$ cat config.mk
export PLATFORM = sky130hd
export DESIGN_NAME = ninjakun_spchr_fetch_flat
export DESIGN_NICKNAME = d
export VERILOG_FILES = /design/src/rtl/ninjakun_spchr_fetch_if.sv /design/src/rtl/ninjakun_spchr_fetch.sv /design/src/flat_wrapper.sv
export SDC_FILE = /design/constraint.sdc
export NUM_CORES = 1
export LEC_CHECK = 0
export BUFFER_PORTS_ARGS = -buffer_cell sky130_fd_sc_hd__buf_2
export CAP_MARGIN = 10
export CELL_PAD_IN_SITES_DETAIL_PLACEMENT = 1
export CELL_PAD_IN_SITES_GLOBAL_PLACEMENT = 1
export CORE_MARGIN = 8
export CORE_UTILIZATION = 47
export DETAILED_ROUTE_END_ITERATION = 12
export PLACE_DENSITY_LB_ADDON = 0.05
export SYNTH_ARGS = -nofsm -noshare
export SYNTH_HDL_FRONTEND = slang
export SYNTH_SLANG_ARGS = --single-unit
$ cat constraint.sdc
create_clock -name VCLKx4 -period 3.4 [get_ports VCLKx4]
set_clock_uncertainty 0.1 [all_clocks]
set_input_delay 0 -clock VCLKx4 [delete_from_list [all_inputs] [get_ports VCLKx4]]
set_output_delay 0 -clock VCLKx4 [all_outputs]
set_load 0.01 [all_outputs]
$ cat src/rtl/ninjakun_spchr_fetch_if.sv
// Byte-wide handshaked ROM read port used by the sprite CHR fetch unit.
// The fetch unit is the master; the shared ROM arbiter is the slave.
interface ninjakun_spchr_fetch_if;
  logic [15:0] ROMAD;
  logic        ROMRQ;
  logic [7:0]  ROMDT;
  logic        ROMAK;

  modport master (output ROMAD, ROMRQ, input ROMDT, ROMAK);
  modport slave  (input ROMAD, ROMRQ, output ROMDT, ROMAK);
endinterface

$ cat src/rtl/ninjakun_spchr_fetch.sv
// Sprite CHR row fetch: reads four ROM bytes per 13-bit row address and
// presents the 32-bit row with a one-cycle strobe, with a one-entry row cache.
module ninjakun_spchr_fetch #(
  parameter logic [15:0] ROM_BASE = 16'h0000,
  parameter bit          CACHE_EN = 1'b1
) (
  input  logic                   VCLKx4,
  input  logic                   RESET,
  input  logic [12:0]            SPCAD,
  output logic [31:0]            SPCDT,
  output logic                   SPCFT,
  ninjakun_spchr_fetch_if.master rom
);

  typedef enum logic [1:0] {IDLE, REQ, DONE, HIT} state_t;

  state_t      state, state_d;
  logic [12:0] areg;
  logic [12:0] tag;
  logic        valid;
  logic [1:0]  bix;
  logic [23:0] asm_q;
  logic        hit;
  logic        ack;

  assign hit       = CACHE_EN && valid && (SPCAD == tag);
  assign ack       = (state == REQ) && rom.ROMAK;
  assign rom.ROMAD = ROM_BASE + {1'b0, areg, bix};

  always_comb begin
    state_d   = state;
    rom.ROMRQ = 1'b0;
    SPCFT     = 1'b0;
    case (state)
      IDLE: state_d = hit ? HIT : REQ;
      REQ: begin
        rom.ROMRQ = 1'b1;
        if (ack && (bix == 2'd3)) state_d = DONE;
      end
      DONE: begin
        SPCFT   = 1'b1;
        state_d = IDLE;
      end
      HIT: begin
        SPCFT   = 1'b1;
        state_d = IDLE;
      end
      default: state_d = IDLE;
    endcase
  end

  always_ff @(posedge VCLKx4 or posedge RESET) begin
    if (RESET) state <= IDLE;
    else       state <= state_d;
  end

  // Row, tag and valid load on the final ack so they are already valid while
  // SPCFT is high in DONE. SPCDT doubles as the cached row: it only ever
  // changes together with the tag, so a hit just re-strobes it.
  always_ff @(posedge VCLKx4 or posedge RESET) begin
    if (RESET) begin
      areg  <= '0;
      bix   <= '0;
      asm_q <= '0;
      SPCDT <= '0;
      tag   <= '0;
      valid <= 1'b0;
    end else begin
      case (state)
        IDLE: begin
          areg <= SPCAD;
          bix  <= '0;
        end
        REQ: begin
          if (ack) begin
            if (bix == 2'd3) begin
              SPCDT <= {rom.ROMDT, asm_q};
              tag   <= areg;
              valid <= 1'b1;
            end else begin
              asm_q[{bix, 3'b000} +: 8] <= rom.ROMDT;
              bix                       <= bix + 2'd1;
            end
          end
        end
        default: ;
      endcase
    end
  end

endmodule

$ cat src/flat_wrapper.sv
// flat-port wrapper written by rule: the top's interface ports become plain ports
module ninjakun_spchr_fetch_flat 
#(
  parameter logic [15:0] ROM_BASE = 16'h0000,
  parameter bit          CACHE_EN = 1'b1
)
  (VCLKx4, RESET, SPCAD, SPCDT, SPCFT, rom_ROMAD, rom_ROMRQ, rom_ROMDT, rom_ROMAK);
  ninjakun_spchr_fetch_if rom_i ();
  input  logic VCLKx4;
  input  logic RESET;
  input  logic [12:0] SPCAD;
  output logic [31:0] SPCDT;
  output logic SPCFT;
  output wire logic [$bits(rom_i.ROMAD)-1:0] rom_ROMAD;
  output wire logic [$bits(rom_i.ROMRQ)-1:0] rom_ROMRQ;
  input wire logic [$bits(rom_i.ROMDT)-1:0] rom_ROMDT;
  input wire logic [$bits(rom_i.ROMAK)-1:0] rom_ROMAK;
  assign rom_ROMAD = rom_i.ROMAD;
  assign rom_ROMRQ = rom_i.ROMRQ;
  assign rom_i.ROMDT = rom_ROMDT;
  assign rom_i.ROMAK = rom_ROMAK;
  ninjakun_spchr_fetch #(.ROM_BASE(ROM_BASE), .CACHE_EN(CACHE_EN)) u_core (.VCLKx4(VCLKx4), .RESET(RESET), .SPCAD(SPCAD), .SPCDT(SPCDT), .SPCFT(SPCFT), .rom(rom_i));
endmodule
=== After elaboration in Yosys (flattened, before gate mapping) ===
Cells that the tools add are included.

* Bits in registers: 87
* Input bits: 24
* Output and inout port bits: 50
* Logic and storage cells: 38

* Add/sub/neg operators: 2
* Eq/ne operators: 8
* Shift operators: 2
* Multiplexer cells: 9
* Bitwise gates (word level): 1
* Reductions and logical operators: 9

{| class="wikitable"
|+ Operators with widths
! kind !! count
|-
| $bwmux 24 || 1
|-
| $shift 8x7->24 const A || 1
|-
| $shiftx 8x7->24 || 1
|-
| $eq 13x13->1 || 1
|-
| $reduce_and 3->1 || 3
|-
| $mux 2 || 4
|-
| $neg 5->7 || 1
|-
| $eq 2x2->1 const B || 3
|-
| $pmux 2 s3 || 1
|-
| $ne 2x2->1 const B || 2
|-
| $pmux 2 s2 || 1
|-
| $logic_and 1x1->1 || 3
|-
| $add 2x1->2 const B || 1
|-
| $eq 2x1->1 const B || 1
|-
| $logic_not 2->1 || 1
|-
| $mux 1 || 2
|-
| $ne 2x1->1 const B || 1
|-
| $reduce_bool 2->1 || 1
|-
| $reduce_or 2->1 || 1
|-
| $not 1->1 || 1
|}

=== Logic depth before layout (Yosys ltp) ===
* Depth after elaboration: 5
* Mapped depth: 6
* Gate-level depth less buffers: 5

=== Worst setup path after synthesis ===
OpenSTA, ideal clock, no wires.

* Path kind: register to register
* Start point: reg u_core.bix[0]
* End point: reg u_core.asm_q[0]
* Setup time: 0.083 ns
* Arrival time: 1.687 ns
* Required time: 3.217 ns
* Setup slack: 1.531 ns
* Cell stages (with the launch flop): 6
* Path buffers: 0
* Clock period less this slack: 1.869 ns
* Cells stage by stage: dfrtp_1 -> inv_1 -> ha_1 -> nor3b_1 -> nand2_1 -> o21ai_0

* Word-level cells in the longest chain between the ends: 3
* Elaborated cells between the ends (all ways): 7
* Those cells by class: add/sub: 1; eq/ne: 1; shift: 2; mux: 1; bitwise: 1; reduce/logical: 1

{| class="wikitable"
|+ Ends and longest elaborated chain
! what !! RTL line !! text
|-
| from (decl) || ninjakun_spchr_fetch.sv:21 || <nowiki>logic [1:0] bix;</nowiki>
|-
| from (signal assigned) || ninjakun_spchr_fetch.sv:82 || <nowiki>bix <= bix + 2'd1;</nowiki>
|-
| $neg 5->7 / $eq 2x2->1 (equally long branches) || ninjakun_spchr_fetch.sv:81, ninjakun_spchr_fetch.sv:76 ||
|-
| $shiftx 8x7->24, or another cell as far along || ninjakun_spchr_fetch.sv:81 || <nowiki>asm_q[{bix, 3'b000} +: 8] <= rom.ROMDT;</nowiki>
|-
| $bwmux 24 / $reduce_and 3->1 (equally long branches) || - ||
|-
| to (signal, indexed assignment) || ninjakun_spchr_fetch.sv:81 ||
|-
| to (decl) || ninjakun_spchr_fetch.sv:22 || <nowiki>logic [23:0] asm_q;</nowiki>
|}

Parallel ways exist; a longest one is shown, timed or not.
A chain may end at the register's enable or synchronous reset.

=== Worst setup path in the final report ===
* Start point: reg u_core.bix[0]
* End point: reg u_core.asm_q[3]

The elaborated chain is that of the path after synthesis.

==> run_results.csv <==
group,metric,value,unit
finish,postLayoutCoreUtil,59.59,%
critical_path,path_class,"flip-flop to flip-flop",
die,row_count,32,
placed_design,port_buffers,72,
sta,setup_viol,0,
finish,area_growth,23.79,%
power_and_ir_drop,power.density,853.4,mW/mm²
clocking,h-tree-depth,3,
yosys,synth.distinct_cells,25,
critical_path,startpoint_type,"flip-flop",
clocking,cts.sinks,87,
finish,multi_input_area,0.001411,mm²
grt,antenna_found_initial,0,
sta,relSlewSlack,40.93,%
yosys,ys_warn_count,0,
die,io_pins,74,
job,cap_violations,0,
routing,remaining_drc_errors,0,
yosys,synth_seq_cells,87,
min_path,hold_class,"input port to asynchronous set/reset pin",
power_and_ir_drop,vdd_ir_drop_max,422.0,µV
routing,vias,2372,
routing,drtAntennaViolNets,0,
clocking,cts_tree,"yes",
finish,final_nets,403,
grt,grt_use_total,15.98,%
clocking,postCtsSetupBuffers,0,
sta,tightest_slew,0.8841,ns
sta,final.setup.tns,0,ns
routing,drt_iter0_drc,84,
die,fp.dieW,104.5,µm
grt,grt_pass1_wl,13.92,mm
finish,layout_commonest_cell,"dfrtp_1",
grt,first_global_vias,2675,
sta,max_freq,423.4,MHz
die,die_y,104.5,µm
critical_path,rrSetupSlack,1.04,ns
placed_design,post-place-ws,1.168,ns
routing,routed_via_density,4.952,
clocking,cts_buffers,9,
routing,routed_wl,8.208,mm
grt,grt_start_max_net_pins,46,
sta,hold_slack,0.2177,ns
grt,grt-ovfl-total,0,
yosys,synth.avg_cell_area,13.43,µm²
clocking,root_buffer,"clkbuf_8",
clocking,cts.reportedPaths.clkPinSlew,0.08,ns
critical_path,cp_data_required_time,3.54,ns
sta,layout_setup_ws,1.038,ns
yosys,synth_nets,303,
routing,wl_per_cell,17.14,µm
critical_path,reg2reg_from,"u_core.bix[0]$_DFFE_PP0P_",
sta,fin_crit_sh,69.47,%
status,status,"finished clean",
die,start_util,48.13,%
critical_path,r2r-end,"u_core.asm_q[3]$_DFFE_PP0P_",
sta,rsz0062_at_grt,"false",
sta,final-max-slew-violation-count,0,
finish,regArea,0.002177,mm²
die,dieArea,0.01092,mm²
yosys,netlist_instances,274,
die,core_area,0.007647,mm²
routing,firstDrtPassIters,4,
clocking,cts_buffer_depth,2,
yosys,yosysSeqAreaShare,59.14,%
yosys,synth.cell_area,0.003681,mm²
finish,antenna_cells,0,
placed_design,gp_congestion,0.7400,
finish,drive_gt1_share,40.85,%
placed_design,post-dp-hpwl,5.649,mm
clocking,insertion_delay,0.34,ns
finish,fillers,800,
sta,hold_viol,0,
sta,period_needed,2.362,ns
finish,final_cell_mix,"dfrtp_1 (87), buf_2 (72), nand2_1 (52), mux2_2 (31), mux2_4 (28)",
critical_path,reg2reg_depth,5,
critical_path,crit_path_max_fanout,8,
power_and_ir_drop,p_leak,2.298,nW
critical_path,worstPathArrival,2.50,ns
critical_path,crit_path_end_kind,"flip-flop",
-- final cells by class --
class | instances | area share [%]
clock buffer | 10 | 2.801
clock inverter | 4 | 1.593
inverter | 3 | 0.2746
multi-input combinational | 173 | 30.97
sequential | 87 | 47.78
tap | 102 | 2.801
timing repair buffer | 100 | 13.78
-- critical path, cell delays in order, from the launching register on --
cell and delay [ns]:
dfrtp_1 0.47, inv_1 0.16, ha_1 0.37, nor3b_1 0.73
nand2_1 0.19, o21ai_0 0.25
-- metal layers --
metal	vias up	wire, µm	global-route usage (%)
met3	4	407	4.709
li1	1132	-	-
met4	0	55	5.274
met5	-	0	0
met2	42	4153	26.50
met1	1194	3590	19.47
-- sequential cells by signal, summed over array words and instances (netlist names) --
register	flops
u_core.SPCDT	32
u_core.areg	13
u_core.bix	2
u_core.state	2
u_core.valid	1
u_core.asm_q	24
u_core.tag	13
-- worst max path at each step --
| stage | start | to | slack, ns | cells after the start |
|---|---|---|---|---|
| final | u_core.bix[0]$_DFFE_PP0P_ | u_core.asm_q[3]$_DFFE_PP0P_ | 1.04 | 5 |
| after global routing | u_core.bix[0]$_DFFE_PP0P_ | u_core.asm_q[3]$_DFFE_PP0P_ | 0.81 | 5 |
| after CTS | u_core.bix[0]$_DFFE_PP0P_ | u_core.asm_q[3]$_DFFE_PP0P_ | 1.02 | 5 |
| after detailed placement | u_core.bix[0]$_DFFE_PP0P_ | u_core.asm_q[3]$_DFFE_PP0P_ | 1.17 | 5 |
| after global placement | u_core.bix[0]$_DFFE_PP0P_ | u_core.asm_q[0]$_DFFE_PP0P_ | 1.34 | 5 |
| after floorplan | RESET | u_core.SPCDT[0]$_DFFE_PP0P_ | 1.05 | 1 |
-- cell usage after synthesis (all sizes together) --
library cell | count | area share (%)
ha | 5 | 1.7
conb | 1 | 0.10
nand3 | 1 | 0.27
o21ai | 25 | 3.4
nand2 | 52 | 5.3
xnor2 | 1 | 0.24
a22o | 3 | 0.71
a31oi | 1 | 0.17
nand2b | 2 | 0.34
inv | 3 | 0.31
nor4 | 3 | 0.51
and4bb | 1 | 0.34
nor2b | 1 | 0.37
clkbuf | 1 | 0.10
nor3b | 3 | 0.75
nor2 | 2 | 0.20
buf | 10 | 2.1
nand4 | 1 | 0.17
dfrtp | 87 | 59
mux2 | 59 | 21
xor2 | 12 | 2.9
-- cell families after synthesis --
group                    Yosys count  synth area share (%)
AND/OR/NAND/NOR                   66                 8.260
adder cells (fa/ha/maj)            5                 1.700
XOR/XNOR                          13                 3.093
other                              1                0.1019
AO/OA/AOI/OAI                     29                 4.283
flip-flops                        87                 59.14
buffers and inverters             14                 2.515
multiplexers                      59                 20.90
-- where the power goes --
group          total, W  internal [W]  switching (W)  leakage, nW
combinational   0.00141      0.000734       0.000674         1.07
clock          0.000750      0.000405       0.000345       0.0982
sequential      0.00173       0.00146       0.000269         1.13
total           0.00389       0.00260        0.00129         2.30
-- metrics by stage --
stage | area [µm²] | total power, W | std cells
after floorplan | 3681 | 0.002659 | 274
after global placement | 4126 | 0.003093 | 442
after detailed placement | 4126 | 0.003163 | 442
after CTS | 4557 | 0.003945 | 479
after global routing | 4557 | 0.004163 | 479
final | 4557 | 0.003889 | 479
-- repair_timing --
item / 4_1_cts / 5_1_grt
gates resized for setup: 0 / 0
hold endpoints to repair: 91 / 0
hold buffers: 23 / 0
Note: power is estimated with default switching activity, not from simulation.
